--- src/rtl/fetch_unit_pkg.sv ---
// Shared types and defaults for the instruction fetch stage.
// Latency: n/a (definitions only).
// Backpressure: n/a (definitions only).
package fetch_unit_pkg;

    localparam int          XLEN_DEF     = 32;
    localparam logic [31:0] RESET_PC_DEF = 32'h0000_0000;

    typedef enum logic [1:0] {
        ST_IDLE  = 2'd0,
        ST_REQ   = 2'd1,
        ST_WAIT  = 2'd2,
        ST_FAULT = 2'd3
    } fetch_state_t;

    // Word-aligned check on the low address bits
    function automatic logic is_aligned(input logic [1:0] lsb);
        return lsb == 2'b00;
    endfunction

endpackage

--- src/rtl/fetch_unit_fifo.sv ---
// Small synchronous FIFO of {pc, instr} with flush; head is shown combinationally.
// Latency: a pushed word is visible at the head the cycle after the push edge.
// Backpressure: caller guarantees no push when full; head holds while not popped, last head held when empty.
module fetch_unit_fifo #(
    parameter int DEPTH = 2,
    parameter int WIDTH = 64
) (
    input  logic                   clk,
    input  logic                   rst,
    input  logic                   flush,
    input  logic                   push,
    input  logic [WIDTH-1:0]       push_dat,
    input  logic                   pop,
    output logic [$clog2(DEPTH):0] count,
    output logic                   head_vld,
    output logic [WIDTH-1:0]       head_dat
);
    localparam int AW = $clog2(DEPTH);
    localparam int CW = AW + 1;

    logic [WIDTH-1:0] mem [DEPTH];
    logic [AW-1:0]    wr_ptr;
    logic [AW-1:0]    rd_ptr;
    logic [CW-1:0]    cnt;
    logic [WIDTH-1:0] last_dat;

    // Pointer and occupancy tracking; flush empties without touching storage
    always_ff @(posedge clk) begin
        if (!rst) begin
            wr_ptr <= '0;
            rd_ptr <= '0;
            cnt    <= '0;
        end else if (flush) begin
            wr_ptr <= '0;
            rd_ptr <= '0;
            cnt    <= '0;
        end else begin
            if (push) wr_ptr <= wr_ptr + 1'b1;
            if (pop)  rd_ptr <= rd_ptr + 1'b1;
            cnt <= cnt + CW'(push) - CW'(pop);
        end
    end

    // Entry storage, written only on a real push
    always_ff @(posedge clk) begin
        if (rst && !flush && push) mem[wr_ptr] <= push_dat;
    end

    // Remember the last visible head so outputs hold while the FIFO is empty
    always_ff @(posedge clk) begin
        if (!rst) last_dat <= '0;
        else      last_dat <= head_dat;
    end

    // Head presentation
    always_comb begin
        head_vld = (cnt != '0);
        head_dat = head_vld ? mem[rd_ptr] : last_dat;
        count    = cnt;
    end

endmodule

--- src/rtl/fetch_unit.sv ---
// Instruction fetch: owns the PC, issues word reads (req/ack, rvalid), buffers {pc, instr} for decode.
// Latency: req at N with same-cycle ack, rvalid N+1, instr_valid N+2; one instruction per two cycles.
// Backpressure: a FIFO slot is reserved before each request, so fetching stalls in IDLE when decode stalls.
module fetch_unit
    import fetch_unit_pkg::*;
#(
    parameter int              XLEN       = XLEN_DEF,
    parameter logic [XLEN-1:0] RESET_PC   = RESET_PC_DEF,
    parameter int              FIFO_DEPTH = 2
) (
    input  logic            clk,
    input  logic            rst,
    input  logic            j_signal,
    input  logic [XLEN-1:0] jump,
    output logic            imem_req,
    output logic [XLEN-1:0] imem_addr,
    input  logic            imem_ack,
    input  logic            imem_rvalid,
    input  logic [XLEN-1:0] imem_rdata,
    output logic            instr_valid,
    input  logic            instr_ready,
    output logic [XLEN-1:0] instr,
    output logic [XLEN-1:0] pc_out,
    output logic            fetch_fault
);
    localparam int CW = $clog2(FIFO_DEPTH) + 1;

    fetch_state_t    state;
    fetch_state_t    nxt;
    logic [XLEN-1:0] fetch_pc;
    logic [XLEN-1:0] addr_q;
    logic            drop;
    logic            fault;
    logic            misalign;
    logic            push;
    logic            pop;
    logic            flush;
    logic [CW-1:0]   count;
    logic [CW-1:0]   cnt_after;
    logic            room;
    logic [2*XLEN-1:0] head_dat;

    // Redirect beats push and pop; a response landing in a redirect cycle is discarded
    always_comb begin
        misalign  = j_signal && !is_aligned(jump[1:0]);
        flush     = j_signal;
        push      = (state == ST_WAIT) && imem_rvalid && !drop && !j_signal;
        pop       = instr_valid && instr_ready && !j_signal;
        cnt_after = flush ? '0 : count + CW'(push) - CW'(pop);
        room      = cnt_after < CW'(FIFO_DEPTH);
    end

    // State register
    always_ff @(posedge clk) begin
        if (!rst) state <= ST_IDLE;
        else      state <= nxt;
    end

    // Next state: a request is only issued when a FIFO slot is free after this edge
    always_comb begin
        nxt = state;
        if (misalign) begin
            nxt = ST_FAULT;
        end else begin
            case (state)
                ST_IDLE:  if (room)        nxt = ST_REQ;
                ST_REQ:   if (imem_ack)    nxt = ST_WAIT;
                ST_WAIT:  if (imem_rvalid) nxt = room ? ST_REQ : ST_IDLE;
                ST_FAULT: if (j_signal)    nxt = ST_REQ;
                default:                   nxt = ST_IDLE;
            endcase
        end
    end

    // Outputs decoded from state
    always_comb begin
        imem_req    = (state == ST_REQ);
        imem_addr   = addr_q;
        fetch_fault = fault;
    end

    // PC, request address, drop flag and sticky fault
    always_ff @(posedge clk) begin
        if (!rst) begin
            fetch_pc <= RESET_PC;
            addr_q   <= RESET_PC;
            drop     <= 1'b0;
            fault    <= 1'b0;
        end else begin
            if (misalign) fault <= 1'b1;

            // A dropped request must not advance the PC: fetch_pc already holds the target
            if (j_signal) begin
                if (!misalign) fetch_pc <= jump;
            end else if (state == ST_REQ && imem_ack && !drop) begin
                fetch_pc <= addr_q + XLEN'(4);
            end

            // Address is captured only on entry to REQ so it stays put until ack
            if (nxt == ST_REQ && state != ST_REQ) addr_q <= j_signal ? jump : fetch_pc;

            // FAULT ignores responses itself, so drop is cleared to avoid eating the next real one
            if (misalign || state == ST_FAULT)                       drop <= 1'b0;
            else if (state == ST_WAIT && imem_rvalid)                 drop <= 1'b0;
            else if (j_signal && (state == ST_REQ || state == ST_WAIT)) drop <= 1'b1;
        end
    end

    fetch_unit_fifo #(
        .DEPTH (FIFO_DEPTH),
        .WIDTH (2 * XLEN)
    ) u_fifo (
        .clk      (clk),
        .rst      (rst),
        .flush    (flush),
        .push     (push),
        .push_dat ({addr_q, imem_rdata}),
        .pop      (pop),
        .count    (count),
        .head_vld (instr_valid),
        .head_dat (head_dat)
    );

    // Split the head entry for decode
    always_comb begin
        pc_out = head_dat[2*XLEN-1:XLEN];
        instr  = head_dat[XLEN-1:0];
    end

endmodule
--- config.mk ---
export PLATFORM = sky130hd
export DESIGN_NAME = fetch_unit
export DESIGN_NICKNAME = d
export VERILOG_FILES = /design/src/rtl/fetch_unit_pkg.sv /design/src/rtl/fetch_unit_fifo.sv /design/src/rtl/fetch_unit.sv
export SDC_FILE = /design/constraint.sdc
export NUM_CORES = 1
export LEC_CHECK = 0
export ABC_AREA = 1
export CORE_MARGIN = 4
export CORE_UTILIZATION = 34
export CTS_CLUSTER_SIZE = 24
export DETAILED_ROUTE_END_ITERATION = 12
export GPL_ROUTABILITY_DRIVEN = 0
export PLACE_DENSITY = 0.54
export SLEW_MARGIN = 10
export SYNTH_ARGS = -nofsm -noshare
export SYNTH_HDL_FRONTEND = slang
export SYNTH_SLANG_ARGS = --single-unit
--- constraint.sdc ---
create_clock -name clk -period 10.28 [get_ports clk]
set_input_delay 1.542 -clock clk [delete_from_list [all_inputs] [get_ports clk]]
set_output_delay 1.542 -clock clk [all_outputs]
set_load 0.05 [all_outputs]
==> results.tsv <==
stage	metric	value	unit
status	status	finished, final reports clean	
hold_path	min_path_cells	2	
job	max-cap-violations	0	
critical_path	worstSetupEndpointType	output port	
timing	worst_pin_slew	1.01	ns
critical_path	worstSetupPathType	register to output port	
route	vias_per_cell	4.89	
floorplanning	core_area	0.0320	sq mm
timing	finalSetupViolCount	0	
cts	cts_made_buffers	29	
synth	avgSynthCellArea	8.91	sq um
synth	dominantRegCellSynth	dfxtp_1	
route	drt_iter0_markers	567	
global_route	grt_pass1_vias	8552	
cts	cts_root_buf	clkbuf_16	
critical_path	crit_arrival	3.56	ns
global_route	grt_max_degree	75	
placement	portBuffers	168	
floorplanning	floorplan.rows	65	
timing	fmax	196	MHz
critical_path	critPathMaxFanout	65	
timing	maxSlewViolCount	0	
layout	ff_latch_area	0.00659	sq mm
layout	drive_gt1_share	5.46	%
cts	cts.path.max_buffers	3	
route	drtAntennaViolNets	0	
cts	cts.sinks	265	
route	route.vias.total	9029	
timing	hold_viol	0	
synth	synth_top_cell_area_share	34.5	%
synth	ys_ff_latch	265	
cts	clkTransAtPathRegs	0.06	ns
critical_path	r2r_setup_slack	6.63	ns
layout	n_fill_cell	3120	
synth	synth_area_leaders	edfxtp_1, dfxtp_1, a21oi_1	
cts	postCtsSetupBuffers	0	
floorplanning	io_pins	169	
cts	insertion_delay	0.54	ns
synth	synth_cells	1249	
timing	relSlewSlack	32.4	%
synth	yosysWarnings	0	
hold_path	hold_class	register to register	
layout	finalNetCount	1466	
synth	ys_types	32	
timing	fin_crit	5.10	ns
critical_path	critPathRequiredTime	8.74	ns
layout	multi_input_area	0.00401	sq mm
floorplanning	die-area	0.0357	sq mm
route	first_pass_iters	5	
timing	fin_skew	0.0146	ns
synth	synth-async-reset-ratio	0	%
critical_path	rr_worst_depth	16	
cts	ctsResizeCount	0	
global_route	antenna_found_initial	0	
cts	ctsHtreeMaxLevel	1	
global_route	grt_pass1_wl	48900	um
synth	synth_edf_count	128	
floorplanning	die_w	189	um
timing	finalWorstSetupSlack	5.18	ns
floorplanning	die_h	189	um
synth	synth.most_common_cell	nand2_1	
global_route	grt_overflow	0	
critical_path	startpoint_type	register	
power_and_ir_drop	leakage	0.00554	uW
route	wl	31100	um
timing	final.period_utilization	49.6	%
synth	synth_top_cells_by_count	nand2_1, a21oi_1, nor2_1	
floorplanning	initial_core_util	34.8	%
placement	hpwlAfterDp	19500	um
synth	syn-cell-area	0.0111	sq mm
global_route	track_usage	16.7	%
route	drc_errors	0	
placement	dpl_worst_slack	5.72	ns
power_and_ir_drop	power_density	182	mW/mm^2
layout	antenna_cells	0	
timing	finalSetupTns	0	ns
synth	synth_fp_nets	1326	
power_and_ir_drop	ir_worst_vdd	0.111	mV
cts	ctsHoldBuffers	0	
layout	syn_to_final_growth	26.3	%
route	wl_per_cell	16.8	um
cts	cts_tree	yes	
synth	synth_top_cell_by_area	edfxtp_1	
synth	seq_area_frac_synth	59.2	%
timing	rsz0062_at_grt	false	
per-stage QoR:
stage          util [%]  hold slack, ns  total power [uW]  cell area (sq um)  instances
2_1_floorplan         -           0.447              1440              11100       1249
3_3_place_gp       41.2           0.457              1590              13200       1793
3_5_place_dp       41.2           0.464              1590              13200       1793
4_1_cts            44.0           0.472              2580              14100       1846
5_1_grt            44.0           0.499              2660              14100       1846
6_report           44.0           0.474              2550              14100       1846
worst max-delay path, stage by stage, from the launching register on:
cell and delay [ns]:
dfxtp_1 0.42, nor2_4 0.04, buf_4 0.32, inv_2 0.31, buf_4 0.58, nor2_1 0.09, a21oi_1 0.31, clkdlybuf4s50_1 0.88
cells in the final DEF (no fill, tap or decap), types with 2 or more instances in the layout:
cell type	count
clkbuf_1	7
inv_2	7
nor2_1	152
a21boi_0	9
edfxtp_1	128
nor3_2	3
nor2_2	2
clkdlybuf4s50_1	167
a21oi_1	216
inv_1	61
ha_1	7
clkinv_2	7
nand3_1	52
clkbuf_16	29
buf_4	12
clkbuf_8	3
nand2_1	248
a31oi_1	11
nor2_4	3
o21ai_0	38
o21ai_1	2
dfxtp_1	136
clkinv_1	2
a21oi_2	2
xor2_1	7
and2_1	64
nand4_1	5
nor3_1	12
clkinvlp_4	2
nand3b_1	7
path summary, 6_finish.rpt:
kind                                      start            end
worst max-delay path            u_fifo.count[1]     pc_out[16]
worst max register to register  u_fifo.count[1]  imem_addr[28]
worst min register to register    u_fifo.rd_ptr       register
worst min-delay path              u_fifo.rd_ptr       register
flip-flops by register name, summed over array words and instances (netlist names), named ones only:
register,flops
u_fifo.last_dat,64
u_fifo.mem,128
fetch_fault,1
fetch_pc,32
state,2
imem_addr,32
drop,1
u_fifo.count,2
u_fifo.rd_ptr,1
u_fifo.wr_ptr,1
layout make-up:
class	count	share of cell area, %
sequential	265	46.9
tap	435	3.87
clock buffer	39	5.64
timing repair buffer	179	12.5
clock inverter	14	0.765
multi-input combinational	846	28.5
inverter	68	1.82
routing by layer:
layer	global-route usage [%]	up-vias	part of all wire, %
met5	0	-	0
met4	3.14	0	1.5
met3	2.65	34	5.3
met2	25.1	267	43
met1	25.7	4273	50
li1	-	4455	-
kinds of logic (layout without fill, tap and decap cells):
| kind of cell | Yosys count | count (layout) | share of synthesized area, % |
|---|---|---|---|
| fa+ha+maj | 7 | 7 | 0.787 |
| compound gates | 280 | 280 | 13.0 |
| simple gates | 551 | 551 | 21.4 |
| xor+xnor | 8 | 8 | 0.630 |
| buf+inv | 138 | 300 | 4.95 |
| flops | 265 | 265 | 59.2 |
power by group:
part / switching, uW / leakage, uW / internal, uW / total (uW)
Combinational: 232 / 0.00281 / 124 / 356
Sequential: 60.1 / 0.00228 / 1150 / 1210
Clock: 418 / 0.000443 / 567 / 984
Total: 710 / 0.00554 / 1840 / 2550
(Power assumes the default switching activity.)
